`config.mk`:
```
export PLATFORM = sky130hd
export DESIGN_NAME = alu_arbiter
export DESIGN_NICKNAME = d
export VERILOG_FILES = /design/src/rtl/pa_riscv.sv /design/src/rtl/alu_arbiter_alu.sv /design/src/rtl/alu_arbiter.sv
export SDC_FILE = /design/constraint.sdc
export NUM_CORES = 1
export LEC_CHECK = 0
export ABC_AREA = 1
export CORE_ASPECT_RATIO = 0.6
export CORE_UTILIZATION = 50
export DETAILED_ROUTE_END_ITERATION = 10
export PLACE_DENSITY_LB_ADDON = 0.12
export SLEW_MARGIN = 20
export SYNTH_ARGS = -nofsm -noshare
export SYNTH_HDL_FRONTEND = slang
export SYNTH_SLANG_ARGS = --single-unit
```
`constraint.sdc`:
```
create_clock -name i_clk -period 8.7 [get_ports i_clk]
set_input_delay 1.305 -clock i_clk [delete_from_list [all_inputs] [get_ports i_clk]]
set_output_delay 1.305 -clock i_clk [all_outputs]
set_load 0.02 [all_outputs]
```
`src/rtl/pa_riscv.sv`:
```
// ---------------------------------------------------------------------------
// pa_riscv -- shared definitions for the ALU arbiter slice.
//   XLEN            : datapath width of the shared ALU.
//   OP_*            : 4-bit ALU op encodings ({funct7[5], funct3} style).
//   arb_state_e     : arbiter FSM states (IDLE, EXEC, RESP).
//   op_is_legal()   : true for the five supported ops only.
// ---------------------------------------------------------------------------
package pa_riscv;

    localparam int XLEN = 32;

    localparam logic [3:0] OP_ADD = 4'h0;
    localparam logic [3:0] OP_SUB = 4'h8;
    localparam logic [3:0] OP_XOR = 4'h4;
    localparam logic [3:0] OP_OR  = 4'h6;
    localparam logic [3:0] OP_AND = 4'h7;

    typedef enum logic [1:0] {
        ST_IDLE = 2'd0,
        ST_EXEC = 2'd1,
        ST_RESP = 2'd2
    } arb_state_e;

    function automatic logic op_is_legal(input logic [3:0] op);
        return (op == OP_ADD) || (op == OP_SUB) || (op == OP_XOR) ||
               (op == OP_OR)  || (op == OP_AND);
    endfunction

endpackage

```
`src/rtl/alu_arbiter_alu.sv`:
```
// ---------------------------------------------------------------------------
// alu -- purely combinational ALU shared by both requesters.
//   i_a, i_b  : operands (XLEN bits)
//   i_op      : op code (pa_riscv OP_*)
//   o_result  : result; forced to zero for an unsupported op
//   o_illegal : high when i_op is not one of the supported ops
// Add and subtract wrap modulo 2^XLEN.
// ---------------------------------------------------------------------------
module alu
    import pa_riscv::*;
(
    input  logic [XLEN-1:0] i_a,
    input  logic [XLEN-1:0] i_b,
    input  logic [3:0]      i_op,
    output logic [XLEN-1:0] o_result,
    output logic            o_illegal
);

    always_comb begin
        o_result  = '0;
        o_illegal = !op_is_legal(i_op);
        case (i_op)
            OP_ADD:  o_result = i_a + i_b;
            OP_SUB:  o_result = i_a - i_b;
            OP_XOR:  o_result = i_a ^ i_b;
            OP_OR:   o_result = i_a | i_b;
            OP_AND:  o_result = i_a & i_b;
            default: o_result = '0;
        endcase
    end

endmodule

```
`src/rtl/alu_arbiter.sv`:
```
// ---------------------------------------------------------------------------
// alu_arbiter -- two requesters share one ALU through a 3-state FSM.
//   FAIR          : 1 = round-robin on contention, 0 = requester 0 always wins
//   i_clk         : clock (rising edge)
//   i_arst_n      : asynchronous active-low reset
//   i_reqValid    : per-requester request valid
//   o_reqReady    : per-requester accept strobe (combinational, IDLE only)
//   i_reqA/B/Op   : per-requester operands and op
//   o_rspValid    : per-requester response valid (one-hot or zero)
//   i_rspReady    : per-requester response accept (only the granted bit counts)
//   o_rspResult   : registered result
//   o_rspZero     : registered zero flag of the result
//   o_rspIllegal  : registered unsupported-op flag
//   o_busy        : high whenever the FSM is not IDLE
// A grant in cycle T yields a response in cycle T+2; the earliest next grant
// is the cycle after the response handshake, so grants are >= 3 cycles apart.
// ---------------------------------------------------------------------------
module alu_arbiter
    import pa_riscv::*;
#(
    parameter int FAIR = 1
) (
    input  logic                  i_clk,
    input  logic                  i_arst_n,
    input  logic [1:0]            i_reqValid,
    output logic [1:0]            o_reqReady,
    input  logic [1:0][XLEN-1:0]  i_reqA,
    input  logic [1:0][XLEN-1:0]  i_reqB,
    input  logic [1:0][3:0]       i_reqOp,
    output logic [1:0]            o_rspValid,
    input  logic [1:0]            i_rspReady,
    output logic [XLEN-1:0]       o_rspResult,
    output logic                  o_rspZero,
    output logic                  o_rspIllegal,
    output logic                  o_busy
);

    arb_state_e      state_q,   state_d;
    logic            ptr_q,     ptr_d;
    logic            gnt_q,     gnt_d;
    logic [XLEN-1:0] a_q,       a_d;
    logic [XLEN-1:0] b_q,       b_d;
    logic [3:0]      op_q,      op_d;
    logic [XLEN-1:0] result_q,  result_d;
    logic            zero_q,    zero_d;
    logic            illegal_q, illegal_d;

    logic            req_any;
    logic            req_pick;
    logic [XLEN-1:0] alu_result;
    logic            alu_illegal;

    alu u_alu (
        .i_a      (a_q),
        .i_b      (b_q),
        .i_op     (op_q),
        .o_result (alu_result),
        .o_illegal(alu_illegal)
    );

    // Winner selection; a lone requester always wins, the pointer only
    // matters under contention.
    always_comb begin
        req_any = |i_reqValid;
        if (i_reqValid == 2'b11) begin
            req_pick = (FAIR != 0) ? ptr_q : 1'b0;
        end else begin
            req_pick = i_reqValid[1];
        end
    end

    always_comb begin
        state_d    = state_q;
        ptr_d      = ptr_q;
        gnt_d      = gnt_q;
        a_d        = a_q;
        b_d        = b_q;
        op_d       = op_q;
        result_d   = result_q;
        zero_d     = zero_q;
        illegal_d  = illegal_q;
        o_reqReady = '0;
        o_rspValid = '0;

        case (state_q)
            ST_IDLE: begin
                // The reset term keeps the accept strobe low while reset is
                // asserted even though the state already reads IDLE.
                if (req_any && i_arst_n) begin
                    o_reqReady[req_pick] = 1'b1;
                    gnt_d   = req_pick;
                    ptr_d   = ~req_pick;
                    a_d     = i_reqA[req_pick];
                    b_d     = i_reqB[req_pick];
                    op_d    = i_reqOp[req_pick];
                    state_d = ST_EXEC;
                end
            end
            ST_EXEC: begin
                result_d  = alu_result;
                zero_d    = !alu_illegal && (alu_result == '0);
                illegal_d = alu_illegal;
                state_d   = ST_RESP;
            end
            ST_RESP: begin
                o_rspValid[gnt_q] = 1'b1;
                if (i_rspReady[gnt_q]) begin
                    state_d = ST_IDLE;
                end
            end
            default: begin
                state_d = ST_IDLE;
            end
        endcase
    end

    always_ff @(posedge i_clk or negedge i_arst_n) begin
        if (!i_arst_n) begin
            state_q   <= ST_IDLE;
            ptr_q     <= 1'b0;
            gnt_q     <= 1'b0;
            result_q  <= '0;
            zero_q    <= 1'b0;
            illegal_q <= 1'b0;
        end else begin
            state_q   <= state_d;
            ptr_q     <= ptr_d;
            gnt_q     <= gnt_d;
            result_q  <= result_d;
            zero_q    <= zero_d;
            illegal_q <= illegal_d;
        end
    end

    // Captured operands are always written before they are consumed, so
    // they carry no reset.
    always_ff @(posedge i_clk) begin
        a_q  <= a_d;
        b_q  <= b_d;
        op_q <= op_d;
    end

    assign o_rspResult  = result_q;
    assign o_rspZero    = zero_q;
    assign o_rspIllegal = illegal_q;
    assign o_busy       = (state_q != ST_IDLE);

endmodule

```
-- Word-level counts from Yosys, hierarchy flattened
Index checks and enable logic that the tools add are counted.
- flip-flop bits (word level): 106
- bits in latches: 0
- RAM bits: 0
- bits in read-only memories: 0
- input port bits: 142
- output and inout port bits: 39
- word-level logic and storage cells: 64
- memories: 0
- add/subtract/negate cells: 2
- multipliers: 0
- div/mod/pow operators: 0
- order comparisons: 4
- equal/unequal tests: 9
- shift-type cells: 0
- multiplexer cells: 20
- bitwise operators: 4
- reductions and logical operators: 16
- operator list (operator ; count):
    $pmux W32 S5 ; 1
    $mux W32 ; 4
    $add A32 B32 Y32 ; 1
    $and A32 B32 Y32 ; 1
    $logic_not A32 Y1 ; 1
    $or A32 B32 Y32 ; 1
    $sub A32 B32 Y32 ; 1
    $xor A32 B32 Y32 ; 1
    $eq A4 B3 Y1 const B ; 3
    $mux W2 ; 5
    $mux W4 ; 2
    $pmux W2 S3 ; 1
    $mux W1 ; 5
    $eq A2 B2 Y1 const B ; 2
    $eq A4 B4 Y1 const B ; 1
    $logic_and A1 B1 Y1 ; 4
    $logic_not A4 Y1 ; 1
    $logic_or A1 B1 Y1 ; 4
    $lt A1 B2 Y1 const B ; 2
    $ne A2 B2 Y1 const B ; 2
    $reduce_and A2 Y1 ; 2
    $demux W1 S1 ; 2
    $eq A2 B1 Y1 const B ; 1
    $ge A1 B1 Y1 const B ; 2
    other kinds (5) ; 5

-- Longest topological paths before layout
Gate-level depths: netlist of run 1.
- depth after elaboration: 8
- gate-level depth with buffers: 29
- gate-level depth less buffers: 29

-- Modules after synthesis
A second synthesis of run 1 with hierarchy kept.
- cell total of the unflattened synthesis: 1390
- area total of the unflattened synthesis: 9449.1 um2
- modules (own cells, without submodules) (module ; times used ; cells an instance ; area each (um2) ; seq. area each (um2)):
    alu ; 1 ; 910 ; 4927.2 ; 0.0
    alu_arbiter ; 1 ; 480 ; 4521.8 ; 2992.9

-- Least setup slack after synthesis of run 1
OpenSTA, ideal clock, no wires.
- kind: input port to output port
- from: input i_reqValid[1]
- to: output o_reqReady[0]
- data arrival time: 5.161 ns
- required time: 7.395 ns
- path slack: 2.234 ns
- cell stages on the path: 4
- path through: o21ai_0 > nor2_1 > inv_1 > nor2_1
- longest elaborated chain between the ends: 8
- elaborated cells on any way between the ends: 11
- classes of those cells: order compare (2); eq/ne (1); mux (5); reduce/logical (3)
- RTL lines (item ; RTL line ; RTL):
    from (decl) ; alu_arbiter.sv:25 ; input logic [1:0] i_reqValid,
    $eq A2 B2 Y1 ; alu_arbiter.sv:65 ; if (i_reqValid == 2'b11) begin
    $mux W1 ; alu_arbiter.sv:65 ;
    $lt A1 B2 Y1 (not written as such) / $ge A1 B1 Y1 (equally long branches) ; alu_arbiter.sv:90 ; o_reqReady[req_pick] = 1'b1;
    $logic_and A1 B1 Y1 (not written as such) ; alu_arbiter.sv:90 ;
    $mux W1 (not written as such) ; alu_arbiter.sv:90 ;
    $demux W1 S1 ; alu_arbiter.sv:90 ;
    $mux W2 (*) ; alu_arbiter.sv:89 ; if (req_any && i_arst_n) begin
    $mux W2 (*) ; alu_arbiter.sv:85 ; case (state_q)
    to (decl) ; alu_arbiter.sv:26 ; output logic [1:0] o_reqReady,
Every way passes the cells marked *; elsewhere a longest branch is shown, timed or not.

-- Worst setup path after layout of run 1
- from: input i_arst_n
- to: output o_reqReady[0]
- longest elaborated chain between the ends: 3
- RTL lines (item ; RTL line ; RTL):
    from (decl) ; alu_arbiter.sv:24 ; input logic i_arst_n,
    $logic_and A1 B1 Y1 ; alu_arbiter.sv:89 ;
    $mux W2 ; alu_arbiter.sv:89 ;
    $mux W2 ; alu_arbiter.sv:85 ;
No other way between the ends.

==> results of run 1 <==
## cell families (layout without fill, tap and decap cells)
logic type,count (synthesis),in the layout,share of synthesized area
compound gates,103,103,0.0684
flops,106,106,0.313
fa+ha+maj,97,97,0.128
other cells,0,1,0
simple gates,828,828,0.356
xor+xnor,31,31,0.0284
buf+inv,257,425,0.107
## per-stage QoR
stage / area (sq um) / cells / total power, mW / hold WS (ns)
after CTS: 11800 / 1830 / 2.65 / 0.484
final: 11800 / 1831 / 2.67 / 0.483
after detailed placement: 11600 / 1814 / 2.26 / 0.465
after global routing: 11800 / 1830 / 2.89 / 0.501
after global placement: 11600 / 1814 / 2.22 / 0.458
after floorplan: 9570 / 1422 / 1.74 / 0.481
## worst max path at each step
stage	start	end	cells past startpoint
after floorplan	i_reqValid[1]	o_reqReady[0]	4
after global placement	i_arst_n	o_reqReady[1]	8
after detailed placement	i_arst_n	o_reqReady[0]	8
after CTS	i_arst_n	o_reqReady[0]	8
after global routing	i_arst_n	o_reqReady[0]	8
final	i_arst_n	o_reqReady[0]	8
## layout make-up
cell class / instances / area [sq um]
Clock inverter: 6 / 41.3
Fill cell: 1656 / 6570
Antenna cell: 1 / 2.50
Sequential cell: 106 / 2990
Tap cell: 240 / 300
Inverter: 222 / 836
Timing Repair Buffer: 187 / 1850
Multi-Input combinational cell: 1059 / 5580
Clock buffer: 10 / 229
## Yosys cell counts (all sizes together)
cell,count
a21boi,1
a21o,5
a21oi,33
a221oi,20
a22o,2
a31oi,3
a41oi,1
and2,6
buf,13
clkbuf,22
clkinv,2
dfrtp,38
edfxtp,68
fa,1
ha,96
inv,220
nand2,588
nand3,66
nand3b,8
nand4,18
nor2,132
nor3,7
o211a,1
o211ai,5
o21a,3
o21ai,26
o31ai,2
o41ai,1
or2,2
or4,1
xor2,31
## power groups by stage
stage | Clock (mW) | Combinational, mW | Sequential (mW)
detailed placement | 0 | 1.46 | 0.798
finish | 0.391 | 1.49 | 0.791
floorplan | 0 | 0.890 | 0.846
global route | 0.414 | 1.67 | 0.805
global placement | 0 | 1.43 | 0.793
CTS | 0.396 | 1.47 | 0.788
## worst reg2reg max path: cells and delay by family, from the launching register on
family	cells	cell delay, ns
adder cells (fa/ha/maj)	1	0.43
flip-flops	1	0.45
AO/OA/AOI/OAI	1	0.40
XOR/XNOR	1	0.13
buffers and inverters	2	0.85
AND/OR/NAND/NOR	18	2.27
## metal layers
| layer | vias to the layer above | track usage |
|---|---|---|
| li1 | 4786 | - |
| met1 | 4140 | 0.460 |
| met2 | 431 | 0.400 |
| met3 | 18 | 0.123 |
| met4 | 0 | 0.0464 |
| met5 | - | 0 |
## registers in the layout, summed over array words and instances, names as in the netlist
| name | flops |
|---|---|
| state_q | 2 |
| ptr_q | 1 |
| o_rspResult | 32 |
| a_q | 32 |
| op_q | 4 |
| b_q | 32 |
| o_rspZero | 1 |
| o_rspIllegal | 1 |
| gnt_q | 1 |
## placed cells by master (no fill, tap or decap), types with 11 or more instances in the layout
cell / Yosys / layout
xor2_1: 31 / 31
a221oi_1: 20 / 20
ha_1: 96 / 96
clkdlybuf4s50_1: 0 / 179
a21oi_1: 33 / 32
nor2_1: 118 / 117
inv_1: 215 / 215
nand4_1: 17 / 17
nand3_1: 63 / 63
dfrtp_1: 38 / 38
nand2_1: 576 / 576
edfxtp_1: 68 / 68
nor2_2: 11 / 11
o21ai_0: 25 / 25
==> results.ini, run 1 <==
[floorplan]
die_x_microns = 181
dieArea_sq_um = 19700
die_y_microns = 109
rows = 38
fp.coreArea_sq_um = 18400
pin_count = 181
initial_core_util = 0.520

[drt]
wl_met2_mm = 10.0
antenna_left = 0
drt_wl_total_mm = 28.7
highest_layer = met4
wl_met1_mm = 14.6
drcViolationCount = 0
vias_per_cell = 5.12
wl_per_cell_microns = 15.7
drtIter0Drc = 871
num_vias = 9375
first_pass_iters = 5
wl_met3_mm = 3.87

[sta]
max_freq_mhz = 188
drv_slew = 0
min_period_over_period = 0.611
finalWorstPathRequiredPeriod_ns = 5.31
fin_ws_ns = 3.39
tns_ns = 0
max_slew_margin = 0.397
skew_ns = 0.0113
rsz0062_at_grt = false
max_slew.worst_pin.slew_ns = 0.905
setup_viol = 0
hold_violations = 0

[worst_setup_path]
critPathLaunchType = input port
crit_top_cell = buf_4
cp.required_ns = 7.39
crit_type = input port to output pin
worst-path-max-fanout = 69
r2r_cells = 23
r2r_end = o_rspZero$_DFFE_PN0N_
worstPathArrival_ns = 4.01
r2r_slack_ns = 4.14
cp_slowest_cell = buf_4
cp_top_family = buffers and inverters
worstPathCellList = buf_2 -> buf_4 -> o21ai_0 -> nor2_4 -> buf_4 -> inv_1 -> nor2_1 -> clkdlybuf4s50_1
critical_path.max_stage_delay_ns = 0.67
cp-end-kind = output pin
worst-path-buf-inv = 5
r2r_start = op_q[0]$_DFFE_PP_

[final_layout]
final_nets = 1824
drive_above_1_share = 0.0390
utilization = 0.643
area_growth_syn_to_layout_pct = 23.6

[clock_tree]
htreeDepth = 3
tritoncts = done
post_cts_resized = 0
cts_sinks = 106
cts_inserted_buffers = 9
clk_latency_ns = 0.36
root_buffer = clkbuf_16
cts_setup_buffers = 0
ctsLongestPathBuffers = 2
hold_buffers = 0
path_clk_slew_ns = 0.07

[power]
irDropWorstVdd_v = 0.000111
seqPwrFrac = 0.296
power.leakage_nw = 6.22
powerDensity_nw_per_um2 = 226
swShare = 0.468
clock_power_share = 0.146
p_sw_mw = 1.25
p_int_mw = 1.42
combPwrFrac = 0.557

[logic_synthesis]
synth_cell_type_count = 43
syn_inst = 1422
synth_warnings = 0
synth_area_leaders = nand2_1 (23%), edfxtp_1 (21%), ha_1 (13%)
synth_top_area_share = 0.226
synthesis.nets = 1661
ys_seq_elements = 106
synth_largest_area_cell = nand2_1
yosysSeqAreaShare = 0.313
syn_area_per_cell_sq_um = 6.73
syn_area_sq_um = 9570

[min_path]
holdPathEnd = o_rspResult[14]$_DFFE_PN0N_
worstHoldStart = o_rspResult[14]$_DFFE_PN0N_
holdPathStages = 2
hold_path.class = flip-flop to flip-flop

[global_route]
antenna_found_initial = 1
grt_start_max_net_pins = 70
grt_overflow = 0
grt_usage = 0.305
grt_pass1_vias = 8609
grt_pass1_wl_mm = 45.6

[place]
place.port_buffers = 180
dp_hpwl_mm = 23.5
place.gp.congestion = 0.989
dp_slack_ns = 3.33

[flow_run]
drv_cap = 0

[status]
outcome = completed

Power figures use the tool's default switching activity.
==> inputs of run 2 (changes only) <==
==> constraint.sdc (replaced) <==
create_clock -name i_clk -period 5.25 [get_ports i_clk]
set_input_delay 0.7875 -clock i_clk [delete_from_list [all_inputs] [get_ports i_clk]]
set_output_delay 0.7875 -clock i_clk [all_outputs]
set_load 0.02 [all_outputs]
==> run 2 against run 1 <==
Clock skew decreased by 0.0036 ns. Worst hold slack got worse by 0.0041 ns. Clock power up 81%. Die area unchanged. Core utilization up 0.18 points. Count of clock-buffer cells in the layout fell by 1. Critical path depth is 16 higher. Final cell count stayed put. Combinational power grew 67%. Highest routed layer unchanged.
==> results.ini, run 2 (synthesis gave the netlist of run 1 again) <==
[global_route]
grt_pass1_vias = 8631  ; was 8609
grt_overflow = 0  ; unchanged
antenna_found_initial = 0  ; was 1
grt_start_max_net_pins = 69  ; was 70
grt_usage = 0.310  ; was 0.305
grt_pass1_wl_mm = 46.2  ; was 45.6 mm

[clock_tree]
path_clk_slew_ns = 0.07  ; about the same
cts_inserted_buffers = 9  ; unchanged
cts_sinks = 106  ; unchanged
tritoncts = done  ; unchanged
root_buffer = clkbuf_16  ; unchanged
hold_buffers = 0  ; unchanged
cts_setup_buffers = 0  ; unchanged
clk_latency_ns = 0.37  ; was 0.36 ns
ctsLongestPathBuffers = 2  ; unchanged
post_cts_resized = 0  ; unchanged
htreeDepth = 3  ; unchanged

[sta]
max_freq_mhz = 224
finalWorstPathRequiredPeriod_ns = 4.46
min_period_over_period = 0.850
setup_viol = 0  ; unchanged
skew_ns = 0.00778  ; was 0.0113 ns
hold_violations = 0  ; unchanged
rsz0062_at_grt = false  ; unchanged
drv_slew = 0  ; unchanged
max_slew.worst_pin.slew_ns = 0.905  ; about the same
fin_ws_ns = 0.790  ; was 3.39 ns
tns_ns = 0  ; unchanged
max_slew_margin = 0.397  ; about the same

[final_layout]
insertedDiodeCount = 0  ; was 1
final_cell_mix = nand2_1 (576), inv_1 (215), clkdlybuf4s50_1 (179)  ; unchanged
final_cells = 1831  ; unchanged
area_growth_syn_to_layout_pct = 23.9  ; was 23.6%
final_nets = 1825  ; was 1824
drive_above_1_share = 0.0402  ; was 0.0390
layout_commonest_cell = nand2_1  ; unchanged

[worst_setup_path]
critical_path.max_stage_delay_ns = 0.50  ; was 0.67 ns
cp-endpoint = o_rspZero$_DFFE_PN0N_  ; was o_reqReady[0]
worst-path-buf-inv = 3  ; was 5
worstPathCellList = nor2_4 -> nand2_4 -> inv_4 -> nand2_2 -> inv_1 -> a41oi_1 -> a21oi_1 -> xor2_1 -> ha_1 -> nand2_1 -> nor2_2 -> inv_1 -> nor2_1 -> and2_1 -> nand2_1 -> nand2_1 -> nand2_1 -> nand3_1 -> nand2_1 -> nor2_1 -> nand2_1 -> nor2_1 -> nand4_1 -> nand2_1  ; was buf_2 -> buf_4 -> o21ai_0 -> nor2_4 -> buf_4 -> inv_1 -> nor2_1 -> clkdlybuf4s50_1
r2r_end = o_rspZero$_DFFE_PN0N_  ; unchanged
crit_top_cell = nand2_1  ; was buf_4
cp.required_ns = 5.56  ; was 7.39 ns
critPathLaunch = op_q[0]$_DFFE_PP_  ; was i_arst_n
r2r_start = op_q[0]$_DFFE_PP_  ; unchanged
critPathLaunchType = flip-flop  ; was input port
crit_type = flip-flop to flip-flop  ; was input port to output pin
cp_slowest_cell = inv_1  ; was buf_4
cp_top_family = simple AND/OR/NAND/NOR gates  ; was buffers and inverters
r2r_slack_ns = 0.79  ; was 4.14 ns
worstPathArrival_ns = 4.77  ; was 4.01 ns
cp-end-kind = flip-flop  ; was output pin
r2r_cells = 24  ; was 23
worst-path-max-fanout = 28  ; was 69
cp.depth = 24  ; was 8

[floorplan]
dieArea_sq_um = 19700  ; unchanged
initial_core_util = 0.520  ; unchanged
die_y_microns = 109  ; unchanged
pin_count = 181  ; unchanged
fp.coreArea_sq_um = 18400  ; unchanged
die_x_microns = 181  ; unchanged
rows = 38  ; unchanged

[place]
dp_cells = 1815  ; was 1814
dp_hpwl_mm = 24.5  ; was 23.5 mm
place.gp.congestion = 1.05  ; was 0.989
dp_slack_ns = 0.889  ; was 3.33 ns
place.port_buffers = 180  ; unchanged

[power]
powerDensity_nw_per_um2 = 380  ; was 226 nW/um^2
p_sw_mw = 2.10  ; was 1.25 mW
clock_power_share = 0.157  ; was 0.146
irDropWorstVdd_v = 0.000219  ; was 0.000111 V
power.leakage_nw = 6.24  ; was 6.22 nW
power_mw = 4.51  ; was 2.67 mW
swShare = 0.465  ; was 0.468
p_int_mw = 2.41  ; was 1.42 mW
seqPwrFrac = 0.291  ; was 0.296
combPwrFrac = 0.552  ; was 0.557

[drt]
drcViolationCount = 0  ; unchanged
vias_per_cell = 5.26  ; was 5.12
drt_wl_total_mm = 29.9  ; was 28.7 mm
drtIter0Drc = 905  ; was 871
wl_per_cell_microns = 16.3  ; was 15.7 microns
num_vias = 9629  ; was 9375
antenna_left = 0  ; unchanged
first_pass_iters = 5  ; unchanged

[flow_run]
drv_cap = 0  ; unchanged

[min_path]
hold_path.class = flip-flop to flip-flop  ; unchanged

[status]
outcome = completed  ; unchanged

[run 2: changes by cell type in the layout (fill, tap and decap cells not counted)]
cell	previous run	this run
clkinvlp_4	2	0
buf_4	7	8
bufinv_16	0	1
clkbuf_1	1	0
clkinv_4	0	1
diode_2	1	0
inv_6	2	3
[run 2: power groups by stage]
stage / clock [mW] / combinational, mW / sequential, mW
5_1_grt: 0.734 / 2.76 / 1.34
3_5_place_dp: 0 / 2.42 / 1.32
4_1_cts: 0.709 / 2.44 / 1.31
6_report: 0.708 / 2.49 / 1.31
3_3_place_gp: 0 / 2.39 / 1.32
2_1_floorplan: 0 / 1.48 / 1.40
[run 2: worst min-delay path by stage]
stage                                 from                           to  slack, ns  cells after the start
2_1_floorplan            ptr_q$_DFFE_PN0P_            ptr_q$_DFFE_PN0P_       0.48                      2
3_3_place_gp   o_rspResult[15]$_DFFE_PN0N_  o_rspResult[15]$_DFFE_PN0N_       0.46                      1
3_5_place_dp    o_rspResult[4]$_DFFE_PN0N_   o_rspResult[4]$_DFFE_PN0N_       0.46                      2
4_1_cts         o_rspResult[4]$_DFFE_PN0N_   o_rspResult[4]$_DFFE_PN0N_       0.48                      2
5_1_grt        o_rspResult[24]$_DFFE_PN0N_  o_rspResult[24]$_DFFE_PN0N_       0.51                      2
6_report        o_rspResult[4]$_DFFE_PN0N_   o_rspResult[4]$_DFFE_PN0N_       0.48                      2
[run 2: worst reg2reg max path, cell delays in order (launching register included)]
cell	delay, ns
edfxtp_1	0.45
nor2_4	0.19
nand2_4	0.13
inv_4	0.32
nand2_2	0.33
inv_1	0.50
a41oi_1	0.20
a21oi_1	0.24
xor2_1	0.09
ha_1	0.43
nand2_1	0.14
nor2_2	0.14
inv_1	0.06
nor2_1	0.17
and2_1	0.15
nand2_1	0.10
nand2_1	0.09
nand2_1	0.05
nand3_1	0.07
nand2_1	0.12
nor2_1	0.13
nand2_1	0.06
nor2_1	0.10
nand4_1	0.10
nand2_1	0.06
[run 2: final cells by class]
class / count / area, sq um
Clock inverter: 7 / 73.8
Fill cell: 1703 / 6540
Timing Repair Buffer: 188 / 1860
Multi-Input combinational cell: 1059 / 5580
Sequential cell: 106 / 2990
Clock buffer: 9 / 225
Inverter: 222 / 836
Tap cell: 240 / 300
[run 2: layer usage]
layer	vias up	track usage	part of all wire
li1	4785	-	-
met1	4316	0.485	0.51
met2	501	0.405	0.36
met3	27	0.0962	0.12
met4	0	0.0592	0.0093
met5	-	0	0
[run 2: through the flow]
step,cell area [sq um],util,hold slack (ns)
2_1_floorplan,9570,-,0.481
3_3_place_gp,11600,0.628,0.458
3_5_place_dp,11600,0.628,0.464
4_1_cts,11900,0.645,0.483
5_1_grt,11900,0.645,0.509
6_report,11900,0.645,0.479
